$ cat config.mk
export PLATFORM = sky130hd
export DESIGN_NAME = stim_player
export DESIGN_NICKNAME = d
export VERILOG_FILES = /design/src/rtl/stim_player_pkg.sv /design/src/rtl/stim_player_mem.sv /design/src/rtl/stim_player.sv
export SDC_FILE = /design/constraint.sdc
export NUM_CORES = 1
export LEC_CHECK = 0
export ABC_AREA = 1
export CORE_UTILIZATION = 62
export DETAILED_ROUTE_END_ITERATION = 10
export MAX_ROUTING_LAYER = met4
export PLACE_DENSITY = 0.8
export SLEW_MARGIN = 5
export SYNTH_ARGS = -nofsm -noshare
export SYNTH_HDL_FRONTEND = slang
export SYNTH_SLANG_ARGS = --single-unit
export TNS_END_PERCENT = 20
$ cat constraint.sdc
create_clock -name clk -period 3.25 [get_ports clk]
set_clock_uncertainty 0.1 [all_clocks]
set_input_delay 0.65 -clock clk [delete_from_list [all_inputs] [get_ports clk]]
set_output_delay 0.65 -clock clk [all_outputs]
set_load 0.05 [all_outputs]
$ cat src/rtl/stim_player_pkg.sv
// Shared types and default sizing for the stimulus player.
//   state_e        : playback controller states
//   DEF_WIDTH      : default sample width (signed fixed-point)
//   DEF_DEPTH      : default buffer entries (power of 2)
//   DEF_RATE_BITS  : default width of the playback rate divider
package stim_player_pkg;

  localparam int unsigned DEF_WIDTH     = 16;
  localparam int unsigned DEF_DEPTH     = 32;
  localparam int unsigned DEF_RATE_BITS = 8;

  typedef enum logic {
    ST_IDLE = 1'b0,
    ST_PLAY = 1'b1
  } state_e;

endpackage

$ cat src/rtl/stim_player_mem.sv
// Sample storage: one write port, one synchronous read port with read enable.
// The read register only updates on re_i, so it holds the last sample read.
//   clk, rst          : clock, synchronous active-high reset (clears read register)
//   we_i/waddr_i/wdata_i : write port
//   re_i/raddr_i      : read request and address
//   rdata_o           : registered read data
module stim_player_mem #(
  parameter int unsigned WIDTH  = 16,
  parameter int unsigned DEPTH  = 32,
  parameter int unsigned ADDR_W = $clog2(DEPTH)
) (
  input  logic              clk,
  input  logic              rst,
  input  logic              we_i,
  input  logic [ADDR_W-1:0] waddr_i,
  input  logic [WIDTH-1:0]  wdata_i,
  input  logic              re_i,
  input  logic [ADDR_W-1:0] raddr_i,
  output logic [WIDTH-1:0]  rdata_o
);

  logic [WIDTH-1:0] mem_q [DEPTH];
  logic [WIDTH-1:0] rdata_q;

  // Storage array: contents are not reset.
  always_ff @(posedge clk) begin
    if (we_i) mem_q[waddr_i] <= wdata_i;
  end

  // Read register doubles as the held output sample.
  always_ff @(posedge clk) begin
    if (rst)       rdata_q <= '0;
    else if (re_i) rdata_q <= mem_q[raddr_i];
  end

  assign rdata_o = rdata_q;

endmodule

$ cat src/rtl/stim_player.sv
// Stimulus player: loads signed samples into a buffer while idle, then plays
// them out one every rate+1 cycles, optionally looping.
// Loop mode is compiled only when STIM_PLAYER_LOOP_EN is defined; otherwise
// the loop input is ignored and every playback ends after the last entry.
//   clk, rst            : clock, synchronous active-high reset
//   wr_data/wr_valid    : sample load request; wr_ready when buffer can accept
//   start, clear, loop  : playback control; rate = sample period minus one
//   v_out/v_out_valid   : played sample and its one-cycle update strobe
//   busy, done          : playback active; end-of-playback pulse
module stim_player
  import stim_player_pkg::*;
#(
  parameter int unsigned WIDTH     = DEF_WIDTH,
  parameter int unsigned DEPTH     = DEF_DEPTH,
  parameter int unsigned RATE_BITS = DEF_RATE_BITS
) (
  input  logic                    clk,
  input  logic                    rst,
  input  logic signed [WIDTH-1:0] wr_data,
  input  logic                    wr_valid,
  output logic                    wr_ready,
  input  logic                    start,
  input  logic                    clear,
  input  logic                    loop,
  input  logic [RATE_BITS-1:0]    rate,
  output logic signed [WIDTH-1:0] v_out,
  output logic                    v_out_valid,
  output logic                    busy,
  output logic                    done
);

  localparam int unsigned AW = $clog2(DEPTH);
  localparam int unsigned CW = AW + 1;

  state_e               state_q, state_d;
  logic [CW-1:0]        count_q, count_d, count_post;
  logic [AW-1:0]        wr_ptr_q, wr_ptr_d;
  logic [AW-1:0]        rd_ptr_q, rd_ptr_d;
  logic [RATE_BITS-1:0] div_q, div_d;
  logic [RATE_BITS-1:0] rate_q, rate_d;
  logic                 loop_q, loop_d;
  logic                 valid_q, valid_d;
  logic                 done_q, done_d;
  logic                 busy_q, busy_d;
  logic                 wr_ready_q, wr_ready_d;
  logic                 wr_accept, emit, last, loop_eff;
  logic [WIDTH-1:0]     rdata;

`ifdef STIM_PLAYER_LOOP_EN
  assign loop_eff = loop_q;
  assign loop_d   = (state_q == ST_IDLE && !clear && start && count_post != '0) ? loop : loop_q;
`else
  logic unused_loop;
  assign unused_loop = loop;
  assign loop_eff    = 1'b0;
  assign loop_d      = 1'b0;
`endif

  // Writes only in IDLE; clear discards a same-cycle write.
  assign wr_accept  = wr_valid && wr_ready_q && (state_q == ST_IDLE) && !clear;
  assign count_post = count_q + CW'(wr_accept);
  assign last       = (rd_ptr_q == AW'(count_q - CW'(1)));
  // Clear in PLAY suppresses the strobe that would otherwise fire this cycle.
  assign emit       = (state_q == ST_PLAY) && (div_q == '0) && !clear;

  // Next-state and output logic.
  always_comb begin
    state_d    = state_q;
    count_d    = count_q;
    wr_ptr_d   = wr_ptr_q;
    rd_ptr_d   = rd_ptr_q;
    div_d      = div_q;
    rate_d     = rate_q;
    done_d     = 1'b0;
    case (state_q)
      ST_IDLE: begin
        if (clear) begin
          count_d  = '0;
          wr_ptr_d = '0;
        end else begin
          if (wr_accept) begin
            count_d  = count_post;
            wr_ptr_d = wr_ptr_q + AW'(1);
          end
          if (start && count_post != '0) begin
            state_d  = ST_PLAY;
            rate_d   = rate;
            rd_ptr_d = '0;
            div_d    = '0;
          end
        end
      end
      ST_PLAY: begin
        if (clear) begin
          state_d = ST_IDLE;
        end else if (emit) begin
          div_d = rate_q;
          if (last) begin
            rd_ptr_d = '0;
            if (!loop_eff) begin
              state_d = ST_IDLE;
              done_d  = 1'b1;
            end
          end else begin
            rd_ptr_d = rd_ptr_q + AW'(1);
          end
        end else begin
          div_d = div_q - RATE_BITS'(1);
        end
      end
      default: state_d = ST_IDLE;
    endcase
    valid_d    = emit;
    // Busy stays high through the final strobe cycle.
    busy_d     = (state_d == ST_PLAY) || emit;
    wr_ready_d = (state_d == ST_IDLE) && (count_d < CW'(DEPTH));
  end

  // State and output registers.
  always_ff @(posedge clk) begin
    if (rst) begin
      state_q    <= ST_IDLE;
      count_q    <= '0;
      wr_ptr_q   <= '0;
      rd_ptr_q   <= '0;
      div_q      <= '0;
      rate_q     <= '0;
      loop_q     <= 1'b0;
      valid_q    <= 1'b0;
      done_q     <= 1'b0;
      busy_q     <= 1'b0;
      wr_ready_q <= 1'b1;
    end else begin
      state_q    <= state_d;
      count_q    <= count_d;
      wr_ptr_q   <= wr_ptr_d;
      rd_ptr_q   <= rd_ptr_d;
      div_q      <= div_d;
      rate_q     <= rate_d;
      loop_q     <= loop_d;
      valid_q    <= valid_d;
      done_q     <= done_d;
      busy_q     <= busy_d;
      wr_ready_q <= wr_ready_d;
    end
  end

  stim_player_mem #(
    .WIDTH (WIDTH),
    .DEPTH (DEPTH),
    .ADDR_W(AW)
  ) u_mem (
    .clk    (clk),
    .rst    (rst),
    .we_i   (wr_accept),
    .waddr_i(wr_ptr_q),
    .wdata_i(wr_data),
    .re_i   (emit),
    .raddr_i(rd_ptr_q),
    .rdata_o(rdata)
  );

  assign v_out       = $signed(rdata);
  assign v_out_valid = valid_q;
  assign busy        = busy_q;
  assign done        = done_q;
  assign wr_ready    = wr_ready_q;

endmodule

== Yosys cells after proc, flatten, opt, wreduce, memory -nomap -nowiden ==
Memory sizes are Yosys's and may differ from the RTL's. A register that Yosys moved wholly into a read port is not among the register bits.
Cells that the tools add are included.

* Bits in registers: 37
* Bits in latches: 0
* RAM bits: 512
* Memory bits (read-only): 0
* Bits of input ports: 30
* Output and inout port bits: 20
* Logic and storage cells: 68
* Memories: 1

* Add/subtract/negate cells: 5
* Multipliers: 0
* Divide/modulo/power cells: 0
* Magnitude comparators: 1
* Equality and inequality tests: 5
* Shift operators: 0
* Multiplexer cells: 25
* Bitwise operators: 4
* Reduce and logical (&&, ||, !) cells: 17

{| class="wikitable"
|+ Memories
! memory !! depth !! bits a word !! rd ports !! clocked after Yosys merged registers in !! wr ports !! line !! source
|-
| u_mem.mem_q || 32 || 16 || 1 || 1 || 1 || stim_player_mem.sv:22 || <nowiki>logic [WIDTH-1:0] mem_q [DEPTH];</nowiki>
|}

{| class="wikitable"
|+ Operators by type and width
! kind !! number
|-
| 2-to-1 mux 5 bit || 7
|-
| 2-to-1 mux 8 bit || 4
|-
| 2-to-1 mux 6 bit || 3
|-
| case mux 8 bit (2 select lines) || 1
|-
| adder 5 x 1 -> 5 bit, second input constant || 2
|-
| case mux 5 bit (2 select lines) || 1
|-
| logical NOT 8 bit || 1
|-
| 2-to-1 mux 1 bit || 8
|-
| subtractor 8 x 1 -> 8 bit, second input constant || 1
|-
| logical AND 1 bit || 7
|-
| adder 6 x 1 -> 6 bit || 1
|-
| < comparator 6 bit, second input constant || 1
|-
| AND reduction 3 bit || 2
|-
| nonzero test 6 bit || 1
|-
| == test 5 bit || 1
|-
| subtractor 5 x 1 -> 5 bit, second input constant || 1
|-
| != test 2 x 1 -> 1 bit, second input constant || 2
|-
| != test 2 bit, second input constant || 2
|-
| inverter 1 bit || 4
|-
| AND reduction 4 bit || 1
|-
| OR reduction 4 bit || 1
|-
| case mux 1 bit (2 select lines) || 1
|-
| AND reduction 2 bit || 1
|-
| nonzero test 2 bit || 1
|-
| 2 further kinds || 2
|}

== Logic depth before layout (Yosys ltp) ==
* Depth in word-level cells: 11
* Gate-level depth with buffers: 17
* Depth with buffers taken out: 15

== Cells and area by module ==
Synthesis repeated with hierarchy kept, for this count alone.

* Cell total of the unflattened synthesis: 2109
* Area, all modules: 23568.9 um^2

{| class="wikitable"
|+ Modules (own cells, without submodules)
! module !! times used !! cells an instance !! area each (um^2) !! sequential area each (um^2)
|-
| stim_player_mem || 1 || 1799 || 21316.7 || 15695.1
|-
| stim_player || 1 || 310 || 2252.2 || 740.7
|}

== Least setup slack after synthesis ==
OpenSTA, ideal clock, no wires.

* Kind: reg-to-reg
* From: register wr_ready_q, in the netlist wr_ready
* To: memory u_mem.mem_q[10][0] (enable)
* Arrival: 2059 ps
* Data required time: 2762 ps
* Slack: 703 ps
* Stages on the path, launching flop included: 6
* Buffers on the path: 1
* Path through: dfxtp_1 -> nand3_1 -> nor2_2 -> buf_4 -> nand2_1 -> nor2_1

* Cells in the longest elaborated chain, start to end: 5

{| class="wikitable"
|+ RTL lines
! what !! line !! source
|-
| start: declaration || stim_player.sv:45 || <nowiki>logic wr_ready_q, wr_ready_d;</nowiki>
|-
| start signal: assignment || stim_player.sv:144 || <nowiki>wr_ready_q <= wr_ready_d;</nowiki>
|-
| logical AND 1 bit (3 in series) || stim_player.sv:60 || <nowiki>assign wr_accept = wr_valid && wr_ready_q && (state_q == ST_IDLE) && !clear;</nowiki>
|-
| 2-to-1 mux 1 bit || stim_player_mem.sv:27 || <nowiki>if (we_i) mem_q[waddr_i] <= wdata_i;</nowiki>
|-
| 2-to-1 mux 1 bit (implied by the code) || stim_player_mem.sv:27 ||
|-
| end: declaration || stim_player_mem.sv:22 ||
|}

Every way passes these cells.

== Final worst setup path ==
* From: register u_mem.rdata_q[5], in the netlist u_mem.rdata_o[5] (read register of u_mem.mem_q)
* To: output v_out[5]

{| class="wikitable"
|+ RTL lines
! what !! line !! source
|-
| start: declaration || stim_player_mem.sv:23 || <nowiki>logic [WIDTH-1:0] rdata_q;</nowiki>
|-
| end: declaration || stim_player.sv:26 || <nowiki>output logic signed [WIDTH-1:0] v_out,</nowiki>
|}

No word-level cell between the ends.

==> results.toml <==
[power]
irDropWorstVdd_v = 0.0005319
p_leak_nw = 11.55
powerDensity_mw_per_mm2 = 549.2
p_total_mw = 15.23

[final_layout]
fin_cells = 3145
nets = 2618
post-route-util_pct = 69.80
drive_gt1_share_pct = 7.061
multi_input_area_mm2 = 0.006496
final_area_mm2 = 0.02773
antenna_cells = 0
seq_area_mm2 = 0.01644
area_delta_synth_final_pct = 11.06
fill_cells = 2700

[worst_setup_path]
crit_path_cell_trace = "clkdlybuf4s50_1"
cp_slowest_cell = "clkdlybuf4s50_1"
critPathTopFamily = "buffers and inverters"
max_stage_delay_ns = 0.83
worstSetupStartpoint = "u_mem.rdata_o[5]"
cp_data_arrival_time_ns = 1.81
start_kind = "flop"
end_kind = "output pin"
crit_type = "flop to output pin"
path_max_fanout = 2
cp_num_buf_inv = 1
worst_ep_required_time_ns = 2.50
timing.rr.start = "state_q"

[timing]
timing.setup.tns_ns = 0
finalSetupViolCount = 0
period_share_pct = 78.66
max_slew_margin_pct = 40.20
rsz0062_at_grt = "false"
fin_hold_ws_ns = 0.3822
fmax_mhz = 391.2
setup_slack_ns = 0.6936
hold_viol_final = 0
tightest_slew_ns = 0.8960
drv_slew = 0
min_period_ns = 2.556

[global_route]
grt_overflow_total = 0
grt_max_degree = 125
antenna_found_initial = 0
grt_first_pass_wirelength_mm = 93.83
gr-usage-all-layers_pct = 31.16
grt_pass1_vias = 17420

[yosys]
synth_area_mm2 = 0.02497
syn_area_per_cell_um2 = 9.890
syn_inst = 2525
yosys.area_share.simple_pct = 23.83
synth_seq_cells = 565
synthesis.nets = 2567
synthAdderAreaFrac_pct = 0.6013
synth_cell_type_count = 34
synth_top_family_by_area = "simple AND/OR/NAND/NOR gates"
yosys.area_share.xor_xnor_pct = 0.3157
muxShareOfSynthArea_pct = 0
ys_seq_area_share_pct = 65.82
synth_warnings = 0
synth_compound_area_share_pct = 1.273

[clock_network]
htreeDepth = 2
clock-sinks = 565
cts.root.buffer_cell = "clkbuf_16"
worstSkewPairLatency_ns = 0.62
clk_pin_slew_worst_paths_ns = 0.06
cts_made_buffers = 54
ctsHoldBuffers = 0
post_cts_resized = 0
cts_buffer_depth = 3
cts_setup_buffers = 0
tritoncts = "done"

[routing]
routedWlPerCell_um = 19.42
drc = 0
via_count = 17680
dr.pass1.iters = 7
drt_iter0_markers = 1694
vias_per_cell = 5.622
drt-total-wl_mm = 61.09
ant_nets = 0

[placement]
port_buffers = 48
place.gp.congestion = 0.8905
post-place-ws_ns = 0.1346
hpwlAfterDp_mm = 34.61
dpl.cell_count = 3045
place_area_mm2 = 0.02607

[min_path]
hp-class = "flop to flop"
worstHoldStart = "rate_q[1]"

[die]
dieArea_mm2 = 0.04108
die_w_um = 202.7
ioPinCount = 50
rows = 73
dieHeight_um = 202.7
start_util_pct = 62.85
coreArea_mm2 = 0.03973

[job]
drv_cap = 0

[outcome]
outcome = "complete, no violations"
-- kinds of logic (layout without fill, tap and decap cells) --
kind of cell	Yosys count	count (layout)
flops	565	565
simple gates	1420	1420
fa+ha+maj	12	12
compound gates	51	51
buf+inv	468	563
xor+xnor	9	9
-- where the power goes --
group	leakage, nW	switching [mW]	internal, mW
Sequential	5.04	0.0338	7.95
Clock	0.809	2.71	3.30
Combinational	5.71	0.884	0.360
-- metal layers --
metal	vias up	GRT usage, %	part of all wire [%]
li1	8240	-	-
met1	8304	37.00	36
met2	946	50.66	50
met3	192	4.799	9.0
met4	0	18.42	5.6
met5	-	-	0
-- flip-flops by register name, summed over array words and instances, names as in the netlist --
signal / cells
u_mem.mem_q: 512
u_mem.rdata_o: 16
div_q: 8
rate_q: 8
count_q: 6
rd_ptr_q: 5
wr_ptr_q: 5
busy: 1
done: 1
state_q: 1
v_out_valid: 1
wr_ready: 1
-- cell type report --
class,count,share of cell area (%)
repair buffers,124,4.286
well taps,525,2.368
flip-flops and latches,565,59.29
inverters,339,4.624
clock inverters,36,0.9970
clock buffers,64,5.008
multi-input cells,1492,23.42
-- cells in the mapped netlist --
library cell,instances,area (um2)
nor2_1,100,375.4
o21bai_1,1,7.510
inv_2,5,18.77
or2_0,11,68.82
buf_4,30,225.2
nor2_2,2,12.51
clkinv_1,1,3.750
buf_1,8,30.03
nand3b_1,2,15.01
nand4_1,4,25.02
buf_6,12,135.1
a221oi_1,1,8.760
or2_1,16,100.1
inv_1,332,1246
nand3_1,345,1727
xor2_1,6,52.55
dfxtp_1,53,1061
inv_4,1,6.260
buf_2,62,310.3
clkbuf_1,17,63.81
ha_1,12,150.1
nand2_1,917,3442
or2_2,16,100.1
o211ai_1,20,150.1
nor2_4,2,22.52
xnor2_1,3,26.28
nand4_4,1,21.27
o21ai_1,1,5.000
a2bb2oi_1,1,8.760
a211oi_1,1,7.510
edfxtp_1,512,15370
nand3_2,4,40.04
a21oi_1,20,100.1
o21ai_0,6,30.03
-- worst paths after layout --
check	to	slack, ns	cells after the start
min	rate_q[1]	0.38	2
max	v_out[5]	0.69	1
min reg2reg	rate_q[1]	0.38	2
max reg2reg	wr_ready	0.70	13
-- layout by cell type (no fill, tap or decap), types with 3 or more instances in the layout --
cell type	Yosys	routed
a21oi_1	20	20
buf_12	0	11
buf_4	30	65
bufinv_16	0	3
clkbuf_1	17	10
clkbuf_16	0	54
clkdlybuf4s50_1	0	48
clkinv_1	1	17
clkinv_2	0	10
clkinvlp_4	0	3
dfxtp_1	53	50
edfxtp_1	512	512
ha_1	12	12
inv_1	332	331
inv_2	5	5
nand2_1	917	917
nand3_1	345	345
nand3_2	4	4
nand4_1	4	4
nor2_1	100	100
o211ai_1	20	20
o21ai_0	6	6
or2_0	11	11
or2_1	16	16
or2_2	16	16
xnor2_1	3	3
xor2_1	6	6
No activity file was read; power rests on OpenSTA's default activity.
